==> src/rtl/constraint_search_ctrl.sv <==
// Random-search sequencer for a generated combinational constraint checker.
// Seeded Galois LFSR builds candidates, waits out checker latency, and streams out satisfying vectors.
module constraint_search_ctrl #(
  parameter int unsigned VEC_W   = 64,
  parameter int unsigned CHK_LAT = 0,
  parameter int unsigned TRY_W   = 16,
  parameter int unsigned SOL_W   = 8
) (
  input  logic             clk,
  input  logic             rst_n,
  input  logic             start,
  input  logic             abort,
  input  logic [31:0]      seed,
  input  logic [TRY_W-1:0] max_tries,
  input  logic [SOL_W-1:0] sol_target,
  output logic [VEC_W-1:0] cand_vec,
  output logic             cand_valid,
  input  logic             chk_result,
  output logic             sol_valid,
  output logic [VEC_W-1:0] sol_vec,
  input  logic             sol_ready,
  output logic             busy,
  output logic             done,
  output logic             found,
  output logic             timeout,
  output logic [TRY_W-1:0] tries_cnt,
  output logic [SOL_W-1:0] sol_cnt
);

  localparam int unsigned WORDS = (VEC_W + 31) / 32;
  localparam int unsigned CW    = $clog2(WORDS) + 1;
  localparam int unsigned LW    = $clog2(CHK_LAT + 1) + 1;
  localparam logic [CW-1:0] LAST_WORD = CW'(WORDS - 1);
  localparam logic [LW-1:0] LAST_LAT  = LW'(CHK_LAT);

  localparam logic [2:0] S_IDLE = 3'd0;
  localparam logic [2:0] S_GEN  = 3'd1;
  localparam logic [2:0] S_WAIT = 3'd2;
  localparam logic [2:0] S_SOL  = 3'd3;
  localparam logic [2:0] S_FIN  = 3'd4;

  logic [2:0]       state;
  logic [31:0]      lfsr;
  logic [31:0]      lfsr_next;
  logic [VEC_W-1:0] cand_shift;
  logic [CW-1:0]    word_cnt;
  logic [LW-1:0]    lat_cnt;
  logic [TRY_W-1:0] tries_inc;
  logic [SOL_W-1:0] sol_inc;
  logic [SOL_W-1:0] sol_goal;
  logic             budget_spent;

  assign lfsr_next = {1'b0, lfsr[31:1]} ^ (lfsr[0] ? 32'h80200003 : '0);

  // Earlier words slide toward the MSBs so the first generated word ends on top.
  if (VEC_W > 32) begin : g_wide
    assign cand_shift = {cand_vec[VEC_W-33:0], lfsr_next};
  end else begin : g_narrow
    assign cand_shift = lfsr_next[VEC_W-1:0];
  end

  assign tries_inc    = (tries_cnt == '1) ? tries_cnt : tries_cnt + 1'b1;
  assign sol_inc      = (sol_cnt == '1) ? sol_cnt : sol_cnt + 1'b1;
  assign sol_goal     = (sol_target == '0) ? SOL_W'(1) : sol_target;
  assign budget_spent = (max_tries != '0) && (tries_cnt == max_tries);

  assign cand_valid = (state == S_WAIT);
  assign sol_valid  = (state == S_SOL);
  assign sol_vec    = cand_vec;
  assign busy       = (state != S_IDLE);
  assign done       = (state == S_FIN);

  always_ff @(posedge clk or negedge rst_n) begin
    if (!rst_n) begin
      state     <= S_IDLE;
      lfsr      <= 32'h1;
      cand_vec  <= '0;
      word_cnt  <= '0;
      lat_cnt   <= '0;
      tries_cnt <= '0;
      sol_cnt   <= '0;
      found     <= 1'b0;
      timeout   <= 1'b0;
    end else if (abort) begin
      // A handshake coinciding with abort still counts the solution.
      state   <= S_IDLE;
      found   <= 1'b0;
      timeout <= 1'b0;
      if (state == S_SOL && sol_ready) sol_cnt <= sol_inc;
    end else begin
      case (state)
        S_IDLE: begin
          if (start) begin
            lfsr      <= (seed == '0) ? 32'h1 : seed;
            tries_cnt <= '0;
            sol_cnt   <= '0;
            found     <= 1'b0;
            timeout   <= 1'b0;
            word_cnt  <= '0;
            state     <= S_GEN;
          end
        end
        S_GEN: begin
          lfsr     <= lfsr_next;
          cand_vec <= cand_shift;
          if (word_cnt == LAST_WORD) begin
            word_cnt <= '0;
            lat_cnt  <= '0;
            state    <= S_WAIT;
          end else begin
            word_cnt <= word_cnt + 1'b1;
          end
        end
        S_WAIT: begin
          if (lat_cnt == LAST_LAT) begin
            tries_cnt <= tries_inc;
            if (chk_result) begin
              state <= S_SOL;
            end else if (max_tries != '0 && tries_inc == max_tries) begin
              timeout <= 1'b1;
              state   <= S_FIN;
            end else begin
              state <= S_GEN;
            end
          end else begin
            lat_cnt <= lat_cnt + 1'b1;
          end
        end
        S_SOL: begin
          if (sol_ready) begin
            sol_cnt <= sol_inc;
            if (sol_inc == sol_goal) begin
              found <= 1'b1;
              state <= S_FIN;
            end else if (budget_spent) begin
              timeout <= 1'b1;
              state   <= S_FIN;
            end else begin
              state <= S_GEN;
            end
          end
        end
        S_FIN:   state <= S_IDLE;
        default: state <= S_IDLE;
      endcase
    end
  end

endmodule

==> config.mk <==
export PLATFORM = sky130hd
export DESIGN_NAME = constraint_search_ctrl
export DESIGN_NICKNAME = d
export VERILOG_FILES = /design/src/rtl/constraint_search_ctrl.sv
export SDC_FILE = /design/constraint.sdc
export NUM_CORES = 1
export LEC_CHECK = 0
export ABC_CLOCK_PERIOD_IN_PS = 5370
export BUFFER_PORTS_ARGS = -buffer_cell sky130_fd_sc_hd__buf_2
export CAP_MARGIN = 25
export CORE_ASPECT_RATIO = 1.5
export CORE_MARGIN = 3
export CORE_UTILIZATION = 25
export DETAILED_ROUTE_END_ITERATION = 10
export HOLD_SLACK_MARGIN = 0.05
export SLEW_MARGIN = 20
export SYNTH_ARGS = -nofsm -noshare
export SYNTH_HDL_FRONTEND = slang
export SYNTH_SLANG_ARGS = --single-unit
==> constraint.sdc <==
create_clock -name clk -period 5.37 [get_ports clk]
set_input_delay 0.537 -clock clk [delete_from_list [all_inputs] [get_ports clk]]
set_output_delay 0.537 -clock clk [all_outputs]
set_load 0.01 [all_outputs]
==> impl_results.md, run 1 <==
- Power per Cell Area: 470.9 nW/um^2
- Chip Height: 212.0 microns
- Crit path DAT: 3710 ps
- Reg clk slew, reported paths: 60 ps
- Mapped Avg Cell Area: 8.231 sq um
- Via count: 6352
- Clock sink count: 127
- Mapped Area: 7071 sq um
- Ys flop type: dfrtp_1
- Worst VDD drop: 0.2192 mV
- Worst setup margin: 1999 ps
- Pre-CTS setup slack: 2045 ps
- Final antenna-violating net count: 0
- CTS tree: built
- Critical Path RT: 5710 ps
- Total GRT Usage: 14.63%
- Cells after Synth: 859
- RSZ-0062 raised after global routing: false
- Vias in the first global route: 6149
- Final slew viol count: 0
- Area of the multi-input gates: 3208 sq um
- Rows: 74
- Reg area: 3179 sq um
- Status: finished clean
- Most frequent cell after synthesis: nand2_1
- Core Region: 27590 sq um
- # nets final: 1061
- Layout fillers: 2978
- Mapped Nets: 923
- Rel. slew slack: 44.05%
- Fin crit share: 62.78%
- Max cap viols: 0
- Synth warn: 0
- Register area share after synthesis: 44.97%
- Final core utilization: 31.40%
- Die ar.: 30380 sq um
- Detailed Place HPWL: 15870 microns
- CP max stage cell: dfrtp_1
- Hold Slack: 140.9 ps
- Slew @ Worst Pin: 839.3 ps
- Placer Congestion: 0.9011
- Worst-path cell chain: ha_1 > nand3_1 > nor3_1 > nand3_1 > and3_1 > nor4_1 > o2111ai_1 > or3_1 > a21oi_1
- First-pass GRT wire length: 34840 microns
- Worst R2R Path Depth: 9
- Largest net degree at the start of global routing: 84
- Top cell by count, worst path: nand3_1
- Antenna violations before repair: 0
- Worst min path class: in -> async
- DRC viols: 0
- Crit end category: flip-flop
- Skew final: 11.29 ps
- Die width: 143.3 microns
- IO buf count: 219
- Ranking of synthesized cells by area: dfrtp_1 45%, nand2_1 15%, buf_4 6.9%
- Crit Path Max Fanout: 10
- Share of the synthesized area in the top cell type: 44.59%
- Synth cell count leaders: 280 x nand2_1, 126 x dfrtp_1, 66 x nor2_1
- Yosys reg bits: 127
- Starting Density: 25.63%
- Ant diodes: 0
- Clock H-tree levels: 4
- WL/cell: 16.31 microns
- TritonRoute pass-1 iters: 5
- Final wirelength: 22060 microns
- Unique masters post-synth: 59
- Syn-to-layout area delta: 22.54%
- Setup-failing EPs final: 0
- Delay-heaviest family, CP: simple AND/OR/NAND/NOR gates
- Number of buffers and inverters on the critical path: 0
- CTS-repair resized insts: 0
- Worst-skew pair later-pin latency: 430 ps
- CP Depth: 9
- Final Critical Period: 3371 ps
- Number of vias per cell: 4.698
- Final hold vios: 0
- Gr ovfl total: 0
- Largest area contributor in the netlist: dfrtp_1
- Root buf cell: clkbuf_16
- CTS Hold Buffers Added: 0
- Top Ports: 220
- Crit Path Category: reg -> reg
- Post-CTS Setup Inserts: 0
- Asr flop ratio synth: 100.0%
- CP Launch Type: flip-flop
- Max Root-Sink Buffers: 2
- Layout cells sized above 1: 27.33%
- TritonCTS Buffers: 17
- Leakage: 4.347 nW
- Post-route setup TNS: 0 ps
- Fmax: 0.2966 GHz
- Count of flip-flops with a built-in enable after synthesis: 0
- DR iter-0 viols: 294
- Max incr delay on CP: 490 ps
## cells in the final DEF (no fill, tap or decap), drive strengths merged, types with 3 or more instances in the layout
cell,synthesis,final
nand2,280,280
buf,73,227
dfrtp,126,126
nor2,66,66
o21ai,34,34
a31oi,30,30
xnor2,25,25
xor2,24,24
nor4,24,24
a21oi,21,21
inv,10,18
clkbuf,35,17
nand4,15,15
nand3,11,11
nor3,10,10
and3,8,8
or3,5,5
nor2b,5,5
or4,5,5
nand3b,4,4
mux2i,4,4
a311oi,4,4
bufinv,0,4
nor3b,4,4
o22ai,3,3
a211oi,3,3
## per-stage QoR
stage	total power (W)	instances	instance area [sq um]
5_1_grt	0.004390	1352	8665
3_5_place_dp	0.002839	1320	8015
3_3_place_gp	0.002816	1320	8015
4_1_cts	0.004154	1352	8665
6_report	0.004081	1352	8665
2_1_floorplan	0.002468	859	7071
## flip-flops by register name, indices dropped and copies added, names as in the netlist
register and cells:
cand_vec 64, found 1, lfsr 32, sol_cnt 8, state 3, timeout 1
tries_cnt 16, word_cnt 2
## layout make-up
class                           instances  share of cell area [%]
Multi-Input combinational cell        614                   37.03
Sequential cell                       127                   36.69
Timing Repair Buffer                  227                   13.42
Tap cell                              342                   4.939
Clock buffer                           17                   4.910
Clock inverter                         15                   2.585
Inverter                               10                  0.4332
## routing by layer
metal | GRT usage [%] | vias to the layer above | wire length, microns
met3 | 2.858 | 38 | 1068
met4 | 6.140 | 0 | 689
met2 | 25.50 | 211 | 11360
met5 | 0 | - | 0
met1 | 17.49 | 2997 | 8935
li1 | - | 3106 | -
## report_power, final
group / leakage, nW / internal, W / switching (W)
logic: 2.45 / 0.000518 / 0.000732
clock network: 0.311 / 0.000794 / 0.000493
registers: 1.59 / 0.00126 / 0.000280
## cell families after synthesis
family	after synthesis	share of synthesized area, %
flip-flops	127	44.97
multiplexers	5	0.7255
AO/OA/AOI/OAI	113	9.963
XOR/XNOR	49	6.070
buffers and inverters	118	9.963
AND/OR/NAND/NOR	445	27.96
adder cells (fa/ha/maj)	2	0.3539
## worst register-to-register path, stage by stage, from the launching register on
cell	delay (ps)
dfrtp_1	490
ha_1	430
nand3_1	350
nor3_1	420
nand3_1	150
and3_1	210
nor4_1	390
o2111ai_1	310
or3_1	390
a21oi_1	160
## worst paths after layout
check / slack, ps / from / to
max in group asynchronous: 4070 / rst_n / cand_vec[54]
min in group clk: 370 / seed[28] / lfsr[28]
hold reg to reg: 480 / cand_vec[40] / cand_vec[40]
setup / recovery: 2000 / tries_cnt[1] / state[2]
setup reg to reg: 2000 / tries_cnt[1] / state[2]
hold / removal: 140 / rst_n / cand_vec[38]
Note: power is estimated with default switching activity, not from simulation.
==> run 2, diff against run 1 <==
ABC_CLOCK_PERIOD_IN_PS = 3200   (was 5370)
clock period = 3.2 ns   (was 5.37 ns; I/O delays follow)
==> run 2 against run 1 <==
Cell count up 1.6%. Non-clock buffer count is 19 higher. Design area is 1.1% higher. Critical endpoint unchanged. Largest cell class unchanged.
==> impl_results.md, run 2 (synthesis results as in run 1) <==
- Status: finished clean
- WL/cell: 16.18 microns (-0.80%)
- RSZ-0062 raised after global routing: false
- Met3 usage in global routing: 2.880% (+0.023 points)
- Largest register by flop count: cand_vec
- Final slew viol count: 0 (unchanged)
- Clock network power share: 28.9% (-2.6 points)
- Crit path DAT: 3210 ps (-500 ps)
- Clock sink count: 127 (unchanged)
- RR Startpoint: tries_cnt[2]
- Top Ports: 220 (unchanged)
- Placer Congestion: 0.9221 (+2.3%)
- Max incr delay on CP: 480 ps (about the same)
- Die width: 143.3 microns (unchanged)
- Vias in the first global route: 6271 (+2.0%)
- Critical Path RT: 3540 ps (-2170 ps)
- Number of vias per cell: 4.712 (+0.30%)
- Skew final: 14.34 ps (+3.056 ps)
- Worst-skew pair later-pin latency: 430 ps (about the same)
- Crit end category: flip-flop
- Antenna violations before repair: 2 (+2)
- Busiest grt layer: met2
- Worst VDD drop: 0.3679 mV (+68%)
- Max Root-Sink Buffers: 2 (unchanged)
- # nets final: 1080 (+1.8%)
- Flop pwr share: 38.9% (+1.1 points)
- First-pass GRT wire length: 34820 microns (about the same)
- CP startpoint: tries_cnt[2]
- Power per Cell Area: 755.0 nW/um^2 (+60%)
- Post-CTS Setup Inserts: 0 (unchanged)
- CTS tree: built
- Most common cell after layout, fill and taps aside: nand2_1
- CP Launch Type: flip-flop
- Max reg flops: 64 (unchanged)
- Die ar.: 30380 sq um (unchanged)
- Rows: 74 (unchanged)
- CP max stage cell: dfrtp_1
- TritonRoute pass-1 iters: 4 (-1)
- Crit Path Max Fanout: 6 (-4)
- Worst min path class: in -> reg
- Chip Height: 212.0 microns (unchanged)
- Slew @ Worst Pin: 817.4 ps (-21.88 ps)
- Via count: 6470 (+1.9%)
- Root buf cell: clkbuf_16
- Most frequent cells in the layout: 279 x nand2_1, 218 x buf_2, 126 x dfrtp_1
- Top cell by count, worst path: xnor2_1
- Final antenna-violating net count: 0 (unchanged)
- Syn-to-layout area delta: 23.89%
- Met2 usage: 25.52% (about the same)
- Final Critical Period: 2876 ps (-495.5 ps)
- Largest net degree at the start of global routing: 75 (-11%)
- Clock H-tree levels: 4 (unchanged)
- Fin crit share: 89.87% (+27 points)
- Pre-CTS setup slack: 420.2 ps (-1625 ps)
- Detailed Place HPWL: 16350 microns (+3.0%)
- Crit Path Category: reg -> reg
- TritonCTS Buffers: 17 (unchanged)
- Combinational share of power: 32.1% (+1.5 points)
- DR iter-0 viols: 246 (-16%)
- IO buf count: 219 (unchanged)
- DRC viols: 0 (unchanged)
- Gr ovfl total: 0 (unchanged)
- Final wirelength: 22220 microns (+0.74%)
- Internal: 0.004110 W (+60%)
- Worst-path cell chain: nand3_1 > nor4_1 > buf_4 > xnor2_1 > xnor2_1 > o41ai_1 > o2111ai_1 > or3_1 > a21oi_1
- Hold Slack: 154.1 ps (+13.17 ps)
- Total GRT Usage: 14.60% (-0.023 points)
- Starting Density: 25.63% (unchanged)
- Fmax: 0.3477 GHz (+17%)
- Final hold vios: 0 (unchanged)
- Layout cells sized above 1: 28.47% (+1.1 points)
- Psw: 0.002503 W (+66%)
- Worst hold start: seed[3]
- Reg clk slew, reported paths: 70 ps (about the same)
- Largest registers: cand_vec x64, lfsr x32, tries_cnt x16
- Setup-failing EPs final: 0 (unchanged)
- Max cap viols: 0 (unchanged)
- Sw Ratio: 37.85% (+0.98 points)
- GR Util met1: 17.20% (-0.30 points)
- Worst setup margin: 324.0 ps (-1674 ps)
- Leakage: 4.415 nW (+1.6%)
- Core Region: 27590 sq um (unchanged)
- Rel. slew slack: 45.51% (+1.5 points)
- Post-route setup TNS: 0 ps (unchanged)
## run 2: stage by stage
step | cell area [sq um] | util, % | std cells | total power [W]
floorplan | 7071 | - | 859 | 0.004141
global placement | 8175 | 29.63 | 1338 | 0.004740
detailed placement | 8175 | 29.63 | 1338 | 0.004780
CTS | 8755 | 31.73 | 1371 | 0.006738
global route | 8760 | 31.75 | 1373 | 0.007108
finish | 8760 | 31.75 | 1373 | 0.006613
## run 2: critical path: cells and delay by family (launching register included)
kind            cells  cell delay, ps
flops               1             480
compound gates      3             770
xor+xnor            2             270
buf+inv             1             200
simple gates        3            1060
## run 2: routing by layer
layer  vias to the layer above  share of wire, %
met5                         -                 0
met4                         0               3.2
met3                        36               4.8
met2                       189                52
met1                      3110                40
li1                       3135                 -
## run 2: cell type report
type,count,area [sq um]
Inverter,10,37.54
Fill cell,2955,18830
Clock inverter,13,126.4
Tap cell,342,427.9
Clock buffer,19,442.9
Multi-Input combinational cell,614,3208
Timing Repair Buffer,246,1333
Antenna cell,2,5.005
Sequential cell,127,3179
## run 2: repair_timing
item | 4_1_cts | 5_1_grt
endpoints found under the hold margin | 72 | 0
hold buffers | 1 | 0
gates resized for setup | 0 | 0
## run 2: power by group through the flow
stage	logic (W)	clock network, W	registers [W]
floorplan	0.00143	0	0.00271
global placement	0.00215	0	0.00259
detailed placement	0.00216	0	0.00262
CTS	0.00217	0.00198	0.00259
global route	0.00240	0.00204	0.00267
finish	0.00212	0.00191	0.00258
## run 2: path summary, 6_finish.rpt
check / slack (ps) / end / cells after the start
setup reg to reg: 320 / state[2] / 9
min in group asynchronous: 480 / cand_vec[58] / 2
hold reg to reg: 480 / cand_vec[43] / 2
setup / recovery: 320 / state[2] / 9
max in group asynchronous: 1940 / cand_vec[50] / 3
hold / removal: 150 / lfsr[3] / 3
